**src/rtl/m_spi_master.sv**
```systemverilog
// rtl/m_spi_master.sv - parametrised full-duplex SPI master
// One CLK_DIV tick counter paces LEAD, every SCLK edge and TRAIL; all outputs are registered.
module m_spi_master #(
  parameter int WIDTH   = 64,
  parameter int CLK_DIV = 4,
  parameter int NUM_SS  = 1,
  parameter int SEL_W   = 1
) (
  input  logic              clk,
  input  logic              reset,
  input  logic              start,
  input  logic [WIDTH-1:0]  tx_data,
  input  logic [1:0]        mode,
  input  logic              lsb_first,
  input  logic [SEL_W-1:0]  ss_sel,
  output logic [WIDTH-1:0]  rx_data,
  output logic              status,
  output logic              done,
  output logic              SCLK_MASTER,
  output logic [NUM_SS-1:0] SS_N_MASTER,
  output logic              MOSI_MASTER,
  input  logic              MISO_MASTER
);
  localparam logic [1:0] S_IDLE  = 2'd0;
  localparam logic [1:0] S_LEAD  = 2'd1;
  localparam logic [1:0] S_SHIFT = 2'd2;
  localparam logic [1:0] S_TRAIL = 2'd3;

  localparam int CNT_W  = $clog2(CLK_DIV + 1);
  localparam int EDGE_W = $clog2(2 * WIDTH + 1);
  localparam logic [EDGE_W-1:0] LAST_EDGE = EDGE_W'(2 * WIDTH);
  localparam logic [CNT_W-1:0]  TICK_CNT  = CNT_W'(CLK_DIV);

  logic [1:0]        state_q, state_d;
  logic [CNT_W-1:0]  cnt_q, cnt_d;
  logic [EDGE_W-1:0] edge_q, edge_d;
  logic [WIDTH-1:0]  tx_q, tx_d;
  logic [WIDTH-1:0]  rx_q, rx_d;
  logic [WIDTH-1:0]  rx_data_q, rx_data_d;
  logic [1:0]        mode_q, mode_d;
  logic              lsb_q, lsb_d;
  logic [SEL_W-1:0]  sel_q, sel_d;
  logic              sclk_q, sclk_d;
  logic              mosi_q, mosi_d;
  logic              status_q, status_d;
  logic              done_q, done_d;
  logic [NUM_SS-1:0] ss_n_q, ss_n_d;
  logic              tick, accept, busy;
  logic [EDGE_W-1:0] edge_n;

  always_comb begin
    state_d   = state_q;
    cnt_d     = cnt_q;
    edge_d    = edge_q;
    tx_d      = tx_q;
    rx_d      = rx_q;
    rx_data_d = rx_data_q;
    mode_d    = mode_q;
    lsb_d     = lsb_q;
    sel_d     = sel_q;
    sclk_d    = sclk_q;
    mosi_d    = mosi_q;
    done_d    = 1'b0;
    tick      = (cnt_q == TICK_CNT);
    edge_n    = edge_q + EDGE_W'(1);
    accept    = 1'b0;
    busy      = 1'b0;

    case (state_q)
      S_IDLE: begin
        sclk_d = mode[1];
        accept = start;
      end
      S_LEAD, S_SHIFT: begin
        busy  = 1'b1;
        cnt_d = tick ? CNT_W'(1) : cnt_q + CNT_W'(1);
        if (tick) begin
          edge_d  = edge_n;
          sclk_d  = ~sclk_q;
          state_d = (edge_n == LAST_EDGE) ? S_TRAIL : S_SHIFT;
          // Odd edges lead; CPHA selects whether leading or trailing edges sample.
          if (edge_n[0] ^ mode_q[0]) begin
            rx_d = lsb_q ? {MISO_MASTER, rx_q[WIDTH-1:1]} : {rx_q[WIDTH-2:0], MISO_MASTER};
          end else if (edge_n != LAST_EDGE) begin
            mosi_d = lsb_q ? tx_q[0] : tx_q[WIDTH-1];
            tx_d   = lsb_q ? (tx_q >> 1) : (tx_q << 1);
          end
        end
      end
      default: begin
        sclk_d = mode_q[1];
        cnt_d  = cnt_q + CNT_W'(1);
        busy   = ~tick;
        if (tick) begin
          state_d   = S_IDLE;
          done_d    = 1'b1;
          rx_data_d = rx_q;
          accept    = start;
        end
      end
    endcase

    // Accepting in the completion cycle keeps SS_N high for exactly one cycle between words.
    if (accept) begin
      state_d = S_LEAD;
      cnt_d   = '0;
      edge_d  = '0;
      mode_d  = mode;
      lsb_d   = lsb_first;
      sel_d   = ss_sel;
      sclk_d  = mode[1];
      tx_d    = tx_data;
      if (!mode[0]) begin
        mosi_d = lsb_first ? tx_data[0] : tx_data[WIDTH-1];
        tx_d   = lsb_first ? (tx_data >> 1) : (tx_data << 1);
      end
    end

    status_d = busy;
    for (int i = 0; i < NUM_SS; i++) begin
      ss_n_d[i] = ~(busy && (sel_q == SEL_W'(i)));
    end
  end

  always_ff @(posedge clk) begin
    if (reset) begin
      assert ((1 << SEL_W) >= NUM_SS);
      state_q   <= S_IDLE;
      cnt_q     <= '0;
      edge_q    <= '0;
      tx_q      <= '0;
      rx_q      <= '0;
      rx_data_q <= '0;
      mode_q    <= '0;
      lsb_q     <= 1'b0;
      sel_q     <= '0;
      sclk_q    <= 1'b0;
      mosi_q    <= 1'b0;
      status_q  <= 1'b0;
      done_q    <= 1'b0;
      ss_n_q    <= '1;
    end else begin
      state_q   <= state_d;
      cnt_q     <= cnt_d;
      edge_q    <= edge_d;
      tx_q      <= tx_d;
      rx_q      <= rx_d;
      rx_data_q <= rx_data_d;
      mode_q    <= mode_d;
      lsb_q     <= lsb_d;
      sel_q     <= sel_d;
      sclk_q    <= sclk_d;
      mosi_q    <= mosi_d;
      status_q  <= status_d;
      done_q    <= done_d;
      ss_n_q    <= ss_n_d;
    end
  end

  assign rx_data     = rx_data_q;
  assign status      = status_q;
  assign done        = done_q;
  assign SCLK_MASTER = sclk_q;
  assign SS_N_MASTER = ss_n_q;
  assign MOSI_MASTER = mosi_q;

endmodule

```
**config.mk**
```make
export PLATFORM = sky130hd
export DESIGN_NAME = m_spi_master
export DESIGN_NICKNAME = d
export VERILOG_FILES = /design/src/rtl/m_spi_master.sv
export SDC_FILE = /design/constraint.sdc
export NUM_CORES = 1
export LEC_CHECK = 0
export BUFFER_PORTS_ARGS = -buffer_cell sky130_fd_sc_hd__buf_2
export CORE_UTILIZATION = 63
export DETAILED_ROUTE_END_ITERATION = 8
export PLACE_DENSITY = 0.85
export SETUP_SLACK_MARGIN = 0.3
export SKIP_CTS_REPAIR_TIMING = 1
export SLEW_MARGIN = 0
export SYNTH_ARGS = -nofsm -noshare
export SYNTH_HDL_FRONTEND = slang
export SYNTH_SLANG_ARGS = --single-unit
```
**constraint.sdc**
```tcl
create_clock -name clk -period 5.08 [get_ports clk]
set_input_delay 0.508 -clock clk [delete_from_list [all_inputs] [get_ports clk]]
set_output_delay 0.508 -clock clk [all_outputs]
set_load 0.02 [all_outputs]
```
### Yosys cells after proc, flatten, opt, wreduce, memory -nomap -nowiden

Cells that the tools add are included.

* $add $sub $neg: 2
* multiply operators: 0
* divide/modulo/power cells: 0
* magnitude comparators: 0
* equal/unequal tests: 8
* shift operators: 0
* muxes and demuxes: 31
* bitwise logic cells: 7
* reduce and logical (&&, ||, !) cells: 15

Operator list (count)
* $mux 64: 9
* $mux 1: 14
* $add 8x1->8 const B: 1
* $eq 8x8->1 const B: 1
* $ne 8x8->1 const B: 1
* $reduce_and 2->1: 4
* $not 1->1: 6
* $pmux 1 s2: 3
* $pmux 3 s2: 1
* $reduce_bool 2->1: 3
* $mux 2: 2
* $ne 2x2->1 const B: 2
* $pmux 2 s2: 1
* $reduce_and 4->1: 1
* $reduce_or 2->1: 2
* $reduce_or 4->1: 1
* $add 3x1->3 const B: 1
* $eq 3x3->1 const B: 1
* $mux 3: 1
* $ne 3x3->1 const B: 1
* $reduce_and 3->1: 1
* $reduce_or 3->1: 1
* $eq 2x1->1 const B: 1
* $eq 2x2->1 const B: 1
* 3 further kinds: 3

* flip-flop bits (word level): 214
* latch bits: 0
* bits in writable memories: 0
* bits in read-only memories: 0
* bits of input ports: 72
* output and inout port bits: 69
* word-level logic and storage cells: 78
* memories kept: 0

### Depth between registers and ports, before layout

Gate-level depths: netlist of the first run.

* word-level depth: 8
* mapped depth: 11
* mapped depth without buffers: 7

### Worst setup path before layout of the first run

OpenSTA, ideal clock, no wires.

* path type: flip-flop to flip-flop
* from: reg state_q[0]
* to: reg tx_q[13]
* setup time: 71 ps
* data arrival time: 2096 ps
* data required time: 5009 ps
* setup slack: 2912 ps
* stages on the path, launching flop included: 11
* path buffers: 3
* period minus slack after synthesis: 2168 ps
* path through: dfxtp_1 inv_1 ha_1 buf_2 and3_1 buf_4 nand2_2 o31ai_4 buf_6 o211ai_2 a21oi_2

* longest elaborated chain between the ends: 5
* elaborated cells between the ends (all ways): 11
* those cells by class: eq/ne: 3; mux: 2; reduce/logical: 6

RTL lines
* from (decl): line 34 `logic [1:0] state_q, state_d;`
* from (signal assigned): line 143 `state_q <= state_d;`
* $eq 2x1->1 / $eq 2x2->1 (equally long branches): line 69 `case (state_q)`
* $reduce_or 2->1: line 69
* $pmux 1 s2: line 69
* $ne 2x2->1 (no line) / $reduce_bool 2->1 (equally long branches)
* $reduce_and 4->1 (no line)
* to (signal assigned): line 146 `tx_q <= tx_d;`
* to (decl): line 37 `logic [WIDTH-1:0] tx_q, tx_d;`

Parallel ways exist; a longest one is shown, timed or not.
A chain may end at the register's enable or synchronous reset.

### Final worst setup path of the first run

* from: reg state_q[0]
* to: reg tx_q[0]

Same word-level chain as after synthesis.

==> results of run 1 <==
-- worst register-to-register path, cell delays in order (launching register included) --
cell                       delay, ns
sky130_fd_sc_hd__dfxtp_1        0.36
sky130_fd_sc_hd__inv_1          0.07
sky130_fd_sc_hd__ha_1           0.41
sky130_fd_sc_hd__and3_1         0.42
sky130_fd_sc_hd__nand2_2        0.18
sky130_fd_sc_hd__o31a_2         0.71
sky130_fd_sc_hd__buf_4          0.37
sky130_fd_sc_hd__a221oi_1       0.33
sky130_fd_sc_hd__nor3_1         0.07
-- state kept, by name (all words and copies together) (netlist names) --
register / cells
done: 1
edge_q: 8
state_q: 2
mode_q: 2
cnt_q: 3
lsb_q: 1
rx_data: 64
tx_q: 64
sel_q: 1
SS_N_MASTER: 1
SCLK_MASTER: 1
rx_q: 64
status: 1
MOSI_MASTER: 1
-- through the flow --
step,instance area (um2),worst slack (ns),instances,hold slack (ns)
3_3_place_gp,12000,2.14,1599,0.420
4_1_cts,12800,2.05,1639,0.245
5_1_grt,12800,1.81,1639,0.250
6_report,12800,2.01,1639,0.259
2_1_floorplan,11600,2.91,1354,0.411
3_5_place_dp,12000,2.07,1599,0.427
-- power by group --
| group | internal, uW | switching [uW] |
|---|---|---|
| sequential | 1720 | 52.1 |
| clock | 995 | 657 |
| combinational | 195 | 292 |
| total | 2910 | 1000 |
-- logic make-up after synthesis --
family	count (synthesis)	synth area share (%)
adder cells (fa/ha/maj)	6	0.650
buffers and inverters	140	5.76
AO/OA/AOI/OAI	344	23.3
multiplexers	191	16.6
flip-flops	214	37.1
XOR/XNOR	7	0.531
AND/OR/NAND/NOR	452	16.1
-- final cells by class --
cell class	instances	area, um2
timing repair buffer	152	815
multi-input combinational	1000	6640
inverter	4	15.0
tap	229	287
fill	1380	5170
clock buffer	35	701
clock inverter	5	50.0
sequential	214	4290
-- routing by layer --
layer | up-vias | track usage, % | part of all wire [%]
met4 | 0 | 8.24 | 2.2
met1 | 4666 | 36.5 | 45
met3 | 46 | 3.75 | 4.9
li1 | 4924 | - | -
met2 | 285 | 44.8 | 47
met5 | - | 0 | 0
-- worst max path at each step --
stage	cells after the start	from	end	slack [ns]
final	8	state_q[0]$_SDFFE_PP0P_	tx_q[0]$_SDFFE_PP0P_	2.01
after global routing	8	state_q[0]$_SDFFE_PP0P_	tx_q[0]$_SDFFE_PP0P_	1.81
after CTS	8	state_q[0]$_SDFFE_PP0P_	tx_q[0]$_SDFFE_PP0P_	2.05
after detailed placement	8	state_q[0]$_SDFFE_PP0P_	tx_q[0]$_SDFFE_PP0P_	2.07
after global placement	8	state_q[0]$_SDFFE_PP0P_	tx_q[0]$_SDFFE_PP0P_	2.14
after floorplan	10	state_q[0]$_SDFFE_PP0P_	tx_q[13]$_SDFFE_PP0P_	2.91
-- cells in the final DEF (no fill, tap or decap), types with 2 or more instances in the layout --
cell type,instances
sky130_fd_sc_hd__dfxtp_1,213
sky130_fd_sc_hd__buf_2,137
sky130_fd_sc_hd__nor2_1,82
sky130_fd_sc_hd__nand2_1,272
sky130_fd_sc_hd__a211oi_1,66
sky130_fd_sc_hd__nand4_1,2
sky130_fd_sc_hd__o211ai_2,50
sky130_fd_sc_hd__nor2_4,2
sky130_fd_sc_hd__nand2b_1,2
sky130_fd_sc_hd__xnor2_1,3
sky130_fd_sc_hd__clkbuf_1,4
sky130_fd_sc_hd__nor3_1,7
sky130_fd_sc_hd__o211ai_1,74
sky130_fd_sc_hd__nor4_1,2
sky130_fd_sc_hd__clkinv_2,4
sky130_fd_sc_hd__mux2i_1,191
sky130_fd_sc_hd__a21oi_1,87
sky130_fd_sc_hd__nand3_1,67
sky130_fd_sc_hd__a21oi_2,50
sky130_fd_sc_hd__xor2_1,4
sky130_fd_sc_hd__or3_1,2
sky130_fd_sc_hd__clkbuf_16,23
sky130_fd_sc_hd__buf_4,13
sky130_fd_sc_hd__ha_1,6
sky130_fd_sc_hd__o21ai_0,4
sky130_fd_sc_hd__clkbuf_8,8
sky130_fd_sc_hd__inv_1,4
sky130_fd_sc_hd__and3_1,3
==> metrics.json, run 1 <==
{
  "status": "finished, final reports clean",
  "core-area_um2": 18000,
  "detailedRoute.firstPassIterationCount": 5,
  "largest_net_degree_at_the_start_of_global_routing": 132,
  "die_h_um": 137,
  "final-setup-viol-count": 0,
  "yosys.cell_types.count": 46,
  "tritoncts": "done",
  "dieArea_um2": 18900,
  "timing.critical_path.buf_inv": 2,
  "ant_nets": 0,
  "cts_root_buf": "sky130_fd_sc_hd__clkbuf_16",
  "post_drt_wl_per_cell_um": 15.9,
  "final.setup.tns_ns": 0,
  "syn-num-nets": 1432,
  "timing.max_cap.violations": 0,
  "worstPathArrival_ns": 3.41,
  "r2r-start": "state_q[0]$_SDFFE_PP0P_",
  "grt_overflow": 0,
  "synth_largest_type_area_fraction_pct": 37.1,
  "synth_cells": 1354,
  "final_cell_utilization_of_the_core_pct": 71.2,
  "post_synth_edffs": 0,
  "flip_flop_and_latch_count_after_synthesis": 214,
  "fin_crit_ns": 3.07,
  "synth_top_flop_cell": "sky130_fd_sc_hd__dfxtp_1",
  "critical-path-top-delay-family": "compound AO/OA/AOI/OAI gates",
  "number_of_nets_at_the_end_of_the_flow": 1473,
  "cells_along_the_critical_path": "inv_1 -> ha_1 -> and3_1 -> nand2_2 -> o31a_2 -> buf_4 -> a221oi_1 -> nor3_1",
  "tritoncts_num_sinks": 214,
  "ys_warnings": 0,
  "synth_async_sr_flop_share_pct": 0,
  "crit_path_max_fanout": 43,
  "floorplan.initialDensity_pct": 64.3,
  "max-vdd-ir-drop_mv": 0.348,
  "floorplan.io_pins": 141,
  "horiz_die_dim_um": 137,
  "regToRegSetupSlack_ns": 2.01,
  "worstReg2RegEnd": "tx_q[0]$_SDFFE_PP0P_",
  "grt_pass1_wl_um": 42700,
  "hold_viol_final": 0,
  "endpoint_class_of_the_critical_path": "flip-flop",
  "n_antenna_cell": 0,
  "holdCritStartpoint": "ss_sel",
  "static-leakage-power_uw": 0.00462,
  "fin_max_slew_vios": 0,
  "layout-drive-gt1-share_pct": 21.4,
  "criticalPathCategory": "flip-flop to flip-flop",
  "replace_congestion": 0.824,
  "post-synth-top-area-cell": "sky130_fd_sc_hd__dfxtp_1",
  "min-delay-path-class": "input port to flip-flop",
  "power_uw": 3910,
  "post-synth-top-count-cell": "sky130_fd_sc_hd__nand2_1",
  "initialDrtViolationCount": 770,
  "grt_usage_pct": 27.1,
  "worst_slew_margin_rel_pct": 20.2,
  "worst_skew_pair.late_latency_ns": 0.50,
  "timing.critical_path.from_type": "flip-flop",
  "area.growth.synth_to_final_pct": 10.7,
  "detail_route.vias_per_cell": 6.05,
  "post_dp_hpwl_um": 16100,
  "portBuffers": 140,
  "critPathRequiredTime_ns": 5.42,
  "cts.clk_slew.worst_paths_ns": 0.06,
  "fmax_mhz": 326,
  "timing.reg2reg.worst_path_depth": 8,
  "grt_antenna_before_repair": 0,
  "max-clock-path-buffers": 3,
  "mappedNetlistArea_um2": 11600,
  "first_global_vias": 9024,
  "unrepaired_setup_endpoints_after_global_routing": "false",
  "cts.htree.levels": 1,
  "total_cts_buffers": 23,
  "tightestPinTransition_ns": 1.20,
  "period_share_pct": 60.4,
  "worst_path_max_delay_cell": "sky130_fd_sc_hd__o31a_2",
  "synth_commonest_cells": "sky130_fd_sc_hd__nand2_1 (272), sky130_fd_sc_hd__dfxtp_1 (214), sky130_fd_sc_hd__mux2i_1 (191)",
  "vias": 9921,
  "holdPathEnd": "sel_q$_SDFFE_PP0P_",
  "synth_area_leaders": "sky130_fd_sc_hd__dfxtp_1 (37%), sky130_fd_sc_hd__mux2i_1 (17%), sky130_fd_sc_hd__nand2_1 (8.8%)",
  "floorplan.rows": 49,
  "power_density_nw_per_um2": 306,
  "worstHoldPathCells": 3,
  "post_synth.cell_area_avg_um2": 8.53,
  "max_stage_delay_ns": 0.71,
  "synth_sequential_area_ratio_pct": 37.1,
  "routed_wirelength_um": 26100,
  "timing.clock.skew_ns": 0.00692,
  "drc": 0
}
Note: power is estimated with default switching activity, not from simulation.
==> inputs of run 2 (changes only) <==
--- a/config.mk
+++ b/config.mk
@@ -6,9 +6,9 @@
 export NUM_CORES = 1
 export LEC_CHECK = 0
 export BUFFER_PORTS_ARGS = -buffer_cell sky130_fd_sc_hd__buf_2
-export CORE_UTILIZATION = 63
+export CORE_UTILIZATION = 53
 export DETAILED_ROUTE_END_ITERATION = 8
-export PLACE_DENSITY = 0.85
+export PLACE_DENSITY = 0.77
 export SETUP_SLACK_MARGIN = 0.3
 export SKIP_CTS_REPAIR_TIMING = 1
 export SLEW_MARGIN = 0
==> constraint.sdc (replaced) <==
create_clock -name clk -period 2.8 [get_ports clk]
set_input_delay 0.28 -clock clk [delete_from_list [all_inputs] [get_ports clk]]
set_output_delay 0.28 -clock clk [all_outputs]
set_load 0.02 [all_outputs]
==> run 2 against run 1 <==
  * Register-to-register slack got worse by 1.6 ns
  * Sequential cell count stayed put
  * Global-route usage down 3.7 points
  * Maximum frequency grew 28%
  * Clock power rose by 77%
  * Via count about the same
  * Final cell count rose by 3.8%
  * Clock-buffer cell count shrank 5
  * Sequential power rose by 80%
  * Critical path depth shrank 1
  * Critical path type unchanged
  * Critical endpoint unchanged
  * Largest cell class unchanged
  * Largest power group unchanged
==> metrics.json, run 2 (same netlist as run 1, synthesis figures left out) <==
{
  "fmax": {"value": 416, "unit": "MHz", "change": "+28%"},
  "detailed_place.area": {"value": 12400, "unit": "um2", "change": "+3.3%"},
  "detailedRoute.firstPassIterationCount": {"value": 5, "change": "unchanged"},
  "sequential_power_share": {"value": 45.2, "unit": "%", "change": "-0.2 points"},
  "max-vdd-ir-drop": {"value": 0.303, "unit": "mV", "change": "-13%"},
  "first_global_vias": {"value": 9052, "change": "+0.31%"},
  "core-area": {"value": 21200, "unit": "um2", "change": "+18%"},
  "max-clock-path-buffers": {"value": 3, "change": "unchanged"},
  "timing.critical_path.from_type": "flip-flop",
  "power_switching_share": {"value": 25.8, "unit": "%", "change": "+0.19 points"},
  "routed_wirelength": {"value": 26700, "unit": "um", "change": "+2.5%"},
  "cts.clk_slew.worst_paths": {"value": 0.06, "unit": "ns", "change": "about the same"},
  "tritoncts": "done",
  "floorplan.initialDensity": {"value": 54.4, "unit": "%", "change": "-9.9 points"},
  "criticalPathCategory": "flip-flop to flip-flop",
  "highest_count_cells_in_the_layout_ignoring_fill_and_taps": "sky130_fd_sc_hd__nand2_1 (272), sky130_fd_sc_hd__dfxtp_1 (213), sky130_fd_sc_hd__mux2i_1 (191), sky130_fd_sc_hd__buf_2 (137), sky130_fd_sc_hd__a21oi_1 (87)",
  "floorplan.io_pins": {"value": 141, "change": "unchanged"},
  "cts.htree.levels": {"value": 1, "change": "unchanged"},
  "worst_skew_pair.late_latency": {"value": 0.50, "unit": "ns", "change": "about the same"},
  "largest_net_degree_at_the_start_of_global_routing": {"value": 90, "change": "-32%"},
  "endpoint_class_of_the_critical_path": "flip-flop",
  "critPathRequiredTime": {"value": 3.14, "unit": "ns", "change": "-2.28 ns"},
  "number_of_nets_at_the_end_of_the_flow": {"value": 1491, "change": "+1.2%"},
  "worstPathArrival": {"value": 2.75, "unit": "ns", "change": "-0.66 ns"},
  "grt_pass1_wl": {"value": 44100, "unit": "um", "change": "+3.2%"},
  "status": "finished, final reports clean",
  "finish.instance_area": {"value": 13200, "unit": "um2", "change": "+3.2%"},
  "grt_overflow": {"value": 0, "change": "unchanged"},
  "unrepaired_setup_endpoints_after_global_routing": "false",
  "crit_path_max_fanout": {"value": 32, "change": "-26%"},
  "post_drt_wl_per_cell": {"value": 15.7, "unit": "um", "change": "-1.3%"},
  "timing.max_cap.violations": {"value": 0, "change": "unchanged"},
  "fin_crit": {"value": 2.40, "unit": "ns", "change": "-0.665 ns"},
  "static-leakage-power": {"value": 0.00477, "unit": "uW", "change": "+3.2%"},
  "total_cts_buffers": {"value": 23, "change": "unchanged"},
  "timing.clock.skew": {"value": 0.0130, "unit": "ns", "change": "+0.00607 ns"},
  "grt_usage": {"value": 23.4, "unit": "%", "change": "-3.7 points"},
  "die_h": {"value": 150, "unit": "um", "change": "+8.9%"},
  "post_dp_hpwl": {"value": 17200, "unit": "um", "change": "+6.4%"},
  "max_stage_delay": {"value": 0.56, "unit": "ns", "change": "-0.15 ns"},
  "dieArea": {"value": 22400, "unit": "um2", "change": "+19%"},
  "floorplan.rows": {"value": 53, "change": "+8.2%"},
  "final.setup.tns": {"value": 0, "unit": "ns", "change": "unchanged"},
  "cells_along_the_critical_path": "inv_1 -> ha_1 -> and3_1 -> nand2_2 -> o31a_4 -> a221oi_1 -> nor3_1",
  "mostFrequentLayoutCell": "sky130_fd_sc_hd__nand2_1",
  "min-delay-path-class": "input port to flip-flop",
  "detail_route.vias_per_cell": {"value": 5.84, "change": "-3.6%"},
  "replace_congestion": {"value": 0.787, "change": "-4.5%"},
  "ant_nets": {"value": 0, "change": "unchanged"},
  "horiz_die_dim": {"value": 150, "unit": "um", "change": "+8.9%"},
  "fin_max_slew_vios": {"value": 0, "change": "unchanged"},
  "initialDrtViolationCount": {"value": 540, "change": "-30%"},
  "drc": {"value": 0, "change": "unchanged"},
  "fillers": {"value": 1824, "change": "+32%"},
  "cts_root_buf": "sky130_fd_sc_hd__clkbuf_16",
  "tritoncts_num_sinks": {"value": 214, "change": "unchanged"},
  "worst_slew_margin_rel": {"value": 45.5, "unit": "%", "change": "+25 points"},
  "grt_antenna_before_repair": {"value": 1, "change": "+1"},
  "layout-drive-gt1-share": {"value": 22.2, "unit": "%", "change": "+0.76 points"},
  "vias": {"value": 9927, "change": "+0.060%"},
  "final-setup-viol-count": {"value": 0, "change": "unchanged"},
  "cell_internal_pwr": {"value": 5270, "unit": "uW", "change": "+81%"},
  "power_density": {"value": 537, "unit": "nW/um2", "change": "+76%"},
  "worst_path_max_delay_cell": "sky130_fd_sc_hd__o31a_4",
  "tightestPinTransition": {"value": 0.818, "unit": "ns", "change": "-0.379 ns"},
  "power.net_switching": {"value": 1830, "unit": "uW", "change": "+83%"},
  "hold_viol_final": {"value": 0, "change": "unchanged"},
  "area.growth.synth_to_final_pct": 14.3,
  "power_frac_comb": {"value": 13.6, "unit": "%", "change": "+1.2 points"},
  "portBuffers": {"value": 140, "change": "unchanged"},
  "period_share": {"value": 85.9, "unit": "%", "change": "+25 points"},
  "power_frac_clock": {"value": 41.1, "unit": "%", "change": "-1.1 points"}
}
-- run 2: changes by cell type in the layout (fill, tap and decap cells not counted), moves of 2 or more --
cell and delta:
sky130_fd_sc_hd__buf_12 +18, sky130_fd_sc_hd__buf_4 -2, sky130_fd_sc_hd__clkbuf_8 -6, sky130_fd_sc_hd__clkinvlp_4 +2
-- run 2: final timing paths --
kind,depth (start not counted),slack (ns),to,from
setup / recovery,7,0.40,tx_q[0]$_SDFFE_PP0P_,state_q[0]$_SDFFE_PP0P_
hold / removal,3,0.04,sel_q$_SDFFE_PP0P_,ss_sel
setup reg to reg,7,0.40,tx_q[0]$_SDFFE_PP0P_,state_q[0]$_SDFFE_PP0P_
hold reg to reg,2,0.45,rx_data[56]$_SDFFE_PP0P_,rx_data[56]$_SDFFE_PP0P_
-- run 2: critical path, delay by kind of cell, from the launching register on --
kind / cells / cell delay (ns)
adders and majority gates: 1 / 0.41
AOI/OAI and AO/OA: 2 / 0.96
and+or+nand+nor: 3 / 0.46
DFF: 1 / 0.36
buffers and inverters: 1 / 0.07
-- run 2: area by class of cell --
| type | count | area, um2 | share of cell area [%] |
|---|---|---|---|
| Multi-Input combinational cell | 1000 | 6640 | 50.3 |
| Sequential cell | 214 | 4290 | 32.5 |
| Timing Repair Buffer | 170 | 1200 | 9.09 |
| Clock buffer | 30 | 622 | 4.71 |
| Tap cell | 275 | 344 | 2.61 |
| Clock inverter | 7 | 90.1 | 0.682 |
| Inverter | 4 | 15.0 | 0.114 |
| Antenna cell | 1 | 2.50 | 0.0190 |
-- run 2: through the flow --
step	total power, uW	utilization, %	hold slack, ns	std cells	worst slack (ns)
floorplan	3960	-	0.372	1354	0.632
global placement	4190	58.6	0.439	1660	0.426
detailed placement	4210	58.6	0.443	1660	0.347
CTS	7110	62.0	0.0325	1697	0.298
global route	7370	62.2	0.0430	1700	0.300
finish	7090	62.2	0.0412	1701	0.395
-- run 2: power by group through the flow --
| stage | logic, uW | clock network (uW) | registers [uW] |
|---|---|---|---|
| 3_3_place_gp | 919 | 0 | 3270 |
| 2_1_floorplan | 717 | 0 | 3240 |
| 4_1_cts | 949 | 2960 | 3200 |
| 6_report | 967 | 2920 | 3210 |
| 5_1_grt | 1060 | 3100 | 3220 |
| 3_5_place_dp | 941 | 0 | 3270 |
-- run 2: metal layers --
metal	part of all wire, %	track usage (%)	up-vias
li1	-	-	4949
met1	48	32.5	4709
met2	46	38.0	232
met3	4.5	3.90	37
met4	1.5	5.00	0
met5	0	0	-
==> inputs of run 3 (changes only) <==
--- a/config.mk
+++ b/config.mk
@@ -5,6 +5,7 @@
 export SDC_FILE = /design/constraint.sdc
 export NUM_CORES = 1
 export LEC_CHECK = 0
+export ABC_AREA = 1
 export BUFFER_PORTS_ARGS = -buffer_cell sky130_fd_sc_hd__buf_2
 export CORE_UTILIZATION = 53
 export DETAILED_ROUTE_END_ITERATION = 8
==> run 3 against run 2 <==
  * Worst hold slack got worse by 0.00082 ns
  * Cell area fell by 3.1%
  * Power rose by 3.5%
  * Critical path type unchanged
  * Area after synthesis fell by 2.4%
  * Largest power group unchanged
  * Highest routed layer unchanged
==> metrics.json, run 3 <==
{
  "floorplan.rows": {"value": 52, "change": "-1.9%"},
  "crit_path_frequent_cell": "sky130_fd_sc_hd__nand2_1",
  "max-clock-path-buffers": {"value": 3, "change": "unchanged"},
  "tritoncts": "done",
  "total_cts_buffers": {"value": 24, "change": "+4.3%"},
  "portBuffers": {"value": 140, "change": "unchanged"},
  "worst_slew_margin_rel": {"value": 44.5, "unit": "%", "change": "-0.99 points"},
  "synth_sequential_area_ratio": {"value": 38.0, "unit": "%", "change": "+0.90 points"},
  "dieArea": {"value": 21900, "unit": "um2", "change": "-2.3%"},
  "drc": {"value": 0, "change": "unchanged"},
  "dp_slack": {"value": 0.504, "unit": "ns", "change": "+0.158 ns"},
  "finish.instance_area": {"value": 12800, "unit": "um2", "change": "-3.1%"},
  "cts.htree.levels": {"value": 1, "change": "unchanged"},
  "mappedNetlistArea": {"value": 11300, "unit": "um2", "change": "-2.4%"},
  "post_dp_hpwl": {"value": 17300, "unit": "um", "change": "+0.78%"},
  "crit_path_max_fanout": {"value": 104, "change": "+230%"},
  "tightestPinTransition": {"value": 0.832, "unit": "ns", "change": "+0.0136 ns"},
  "synth_cells": {"value": 1784, "change": "+32%"},
  "critPathRequiredTime": {"value": 3.25, "unit": "ns", "change": "+0.11 ns"},
  "worst_skew_pair.late_latency": {"value": 0.52, "unit": "ns", "change": "+0.02 ns"},
  "power_density": {"value": 574, "unit": "nW/um2", "change": "+6.8%"},
  "post_drt_wl_per_cell": {"value": 13.3, "unit": "um", "change": "-15%"},
  "grt_antenna_before_repair": {"value": 0, "change": "-1"},
  "vias": {"value": 11515, "change": "+16%"},
  "layout-drive-gt1-share": {"value": 12.0, "unit": "%", "change": "-10 points"},
  "syn-num-nets": {"value": 1862, "change": "+30%"},
  "mostFrequentLayoutCell": "sky130_fd_sc_hd__nand2_1",
  "grt_pass1_wl": {"value": 47300, "unit": "um", "change": "+7.2%"},
  "status": "finished, final reports clean",
  "horiz_die_dim": {"value": 148, "unit": "um", "change": "-1.2%"},
  "min-delay-path-class": "input port to flip-flop",
  "detailed_place.area": {"value": 12000, "unit": "um2", "change": "-3.7%"},
  "cells_along_the_critical_path": "inv_1 -> ha_1 -> nand2_2 -> inv_2 -> nand3_1 -> nand2_2 -> inv_4 -> buf_16 -> buf_12 -> nand2_1 -> o21ai_0 -> inv_1 -> nand2_1 -> nand2_1 -> nor2_1",
  "number_of_nets_at_the_end_of_the_flow": {"value": 1904, "change": "+28%"},
  "fin_max_slew_vios": {"value": 0, "change": "unchanged"},
  "cts.clk_slew.worst_paths": {"value": 0.06, "unit": "ns", "change": "about the same"},
  "endpoint_class_of_the_critical_path": "flip-flop",
  "post_route_setup_slack": {"value": 0.503, "unit": "ns", "change": "+0.108 ns"},
  "criticalPathCategory": "flip-flop to flip-flop",
  "yosys.cell_types.count": {"value": 31, "change": "-33%"},
  "grt_overflow": {"value": 0, "change": "unchanged"},
  "timing.reg2reg.worst_path_depth": {"value": 15, "change": "+8"},
  "largest_net_degree_at_the_start_of_global_routing": {"value": 165, "change": "+83%"},
  "unrepaired_setup_endpoints_after_global_routing": "false",
  "post-synth-top-area-cell": "sky130_fd_sc_hd__dfxtp_1",
  "replace_congestion": {"value": 0.855, "change": "+8.6%"},
  "period_share": {"value": 82.0, "unit": "%", "change": "-3.9 points"},
  "final-setup-viol-count": {"value": 0, "change": "unchanged"},
  "max_stage_delay": {"value": 0.37, "unit": "ns", "change": "-0.19 ns"},
  "routed_wirelength": {"value": 28100, "unit": "um", "change": "+5.0%"},
  "timing.clock.skew": {"value": 0.0225, "unit": "ns", "change": "+0.00949 ns"},
  "detailedRoute.firstPassIterationCount": {"value": 5, "change": "unchanged"},
  "timing.critical_path.from_type": "flip-flop",
  "highest_count_cells_in_the_layout_ignoring_fill_and_taps": "sky130_fd_sc_hd__nand2_1 (593), sky130_fd_sc_hd__dfxtp_1 (213), sky130_fd_sc_hd__a21oi_1 (211), sky130_fd_sc_hd__o21ai_0 (177), sky130_fd_sc_hd__buf_2 (140)",
  "fmax": {"value": 435, "unit": "MHz", "change": "+4.7%"},
  "synth_commonest_cells": "sky130_fd_sc_hd__nand2_1 (594), sky130_fd_sc_hd__dfxtp_1 (214), sky130_fd_sc_hd__a21oi_1 (211)",
  "synth_largest_type_area_fraction": {"value": 38.0, "unit": "%", "change": "+0.90 points"},
  "floorplan.io_pins": {"value": 141, "change": "unchanged"},
  "critical-path-top-delay-family": "buffers and inverters",
  "worst_path_max_delay_cell": "sky130_fd_sc_hd__dfxtp_1",
  "hold_viol_final": {"value": 0, "change": "unchanged"},
  "post_synth.cell_area_avg": {"value": 6.32, "unit": "um2", "change": "-26%"},
  "initialDrtViolationCount": {"value": 829, "change": "+54%"},
  "timing.hold.ws": {"value": 0.0404, "unit": "ns", "change": "-0.000819 ns"},
  "timing.max_cap.violations": {"value": 0, "change": "unchanged"},
  "final.setup.tns": {"value": 0, "unit": "ns", "change": "unchanged"},
  "flip_flop_and_latch_count_after_synthesis": {"value": 214, "change": "unchanged"},
  "synth_async_sr_flop_share": {"value": 0, "unit": "%", "change": "unchanged"},
  "final_cell_utilization_of_the_core": {"value": 62.2, "unit": "%", "change": "about the same"},
  "timing.critical_path.buf_inv": {"value": 6, "change": "+5"},
  "core-area": {"value": 20600, "unit": "um2", "change": "-3.1%"},
  "fin_crit": {"value": 2.30, "unit": "ns", "change": "-0.108 ns"},
  "post_synth_edffs": {"value": 0, "change": "unchanged"},
  "cts_root_buf": "sky130_fd_sc_hd__clkbuf_16",
  "first_global_vias": {"value": 10176, "change": "+12%"},
  "ant_nets": {"value": 0, "change": "unchanged"},
  "max-vdd-ir-drop": {"value": 0.459, "unit": "mV", "change": "+51%"},
  "static-leakage-power": {"value": 0.00523, "unit": "uW", "change": "+9.7%"},
  "synth_area_leaders": "sky130_fd_sc_hd__dfxtp_1 (38%), sky130_fd_sc_hd__nand2_1 (20%), sky130_fd_sc_hd__a21oi_1 (9.4%)",
  "die_h": {"value": 148, "unit": "um", "change": "-1.2%"},
  "n_antenna_cell": {"value": 0, "change": "-1"},
  "worstHoldPathCells": {"value": 3, "change": "unchanged"},
  "synth_top_flop_cell": "sky130_fd_sc_hd__dfxtp_1",
  "worstPathArrival": {"value": 2.75, "unit": "ns", "change": "about the same"},
  "worstSetupPathDepth": {"value": 15, "change": "+8"},
  "area.growth.synth_to_final_pct": 13.5,
  "detail_route.vias_per_cell": {"value": 5.45, "change": "-6.6%"},
  "floorplan.initialDensity": {"value": 54.9, "unit": "%", "change": "+0.42 points"},
  "post-synth-top-count-cell": "sky130_fd_sc_hd__nand2_1",
  "ys_warnings": {"value": 0, "change": "unchanged"},
  "grt_usage": {"value": 25.3, "unit": "%", "change": "+1.9 points"},
  "tritoncts_num_sinks": {"value": 214, "change": "unchanged"}
}
==> run 3: cells by family after synthesis <==
kind of cell / Yosys count / share of synthesized area (%)
flops: 214 / 38.0
simple gates: 838 / 29.8
mux: 6 / 0.533
compound gates: 469 / 21.9
buf+inv: 248 / 8.94
fa+ha+maj: 6 / 0.666
xor+xnor: 3 / 0.233
==> run 3: final timing paths <==
check | to | startpoint | slack, ns
worst max-delay path | tx_q[22]$_SDFFE_PP0P_ | cnt_q[0]$_SDFFE_PP0N_ | 0.50
worst min-delay path | rx_q[0]$_SDFFE_PP0P_ | MISO_MASTER | 0.04
worst max register to register | tx_q[22]$_SDFFE_PP0P_ | cnt_q[0]$_SDFFE_PP0N_ | 0.50
worst min register to register | SS_N_MASTER$_SDFF_PP1_ | sel_q$_SDFFE_PP0P_ | 0.43
==> run 3: stage by stage <==
| step | instances | total power [uW] |
|---|---|---|
| after global routing | 2113 | 7680 |
| after detailed placement | 2070 | 4200 |
| after global placement | 2070 | 4180 |
| after floorplan | 1784 | 3970 |
| final | 2113 | 7340 |
| after CTS | 2113 | 7400 |
==> run 3: layout make-up <==
| type | instances | area [um2] |
|---|---|---|
| fillers | 1943 | 7760 |
| multi-input cells | 1322 | 6000 |
| flip-flops and latches | 214 | 4290 |
| repair buffers | 164 | 980 |
| clock buffers | 36 | 718 |
| inverters | 100 | 379 |
| well taps | 270 | 338 |
| clock inverters | 7 | 93.8 |
==> run 3: routing by layer <==
layer  wire, um  vias up  global-route usage (%)
met2      13000      349                    43.7
met5          0        -                       0
li1           -     5936                       -
met1      12900     5187                    33.7
met4        450        0                    6.13
met3       1790       43                    2.81
==> run 3: power breakdown <==
group          internal (uW)  total [uW]  leakage [uW]  switching (uW)
Clock                   1960        3200      0.000396            1240
Combinational            333         941       0.00310             608
Sequential              3150        3200       0.00174            56.8
==> run 3: tightest hold or removal path, stage by stage <==
cell	delay (ns)
sky130_fd_sc_hd__buf_2	0.11
sky130_fd_sc_hd__nand2_1	0.06
sky130_fd_sc_hd__a31oi_1	0.07
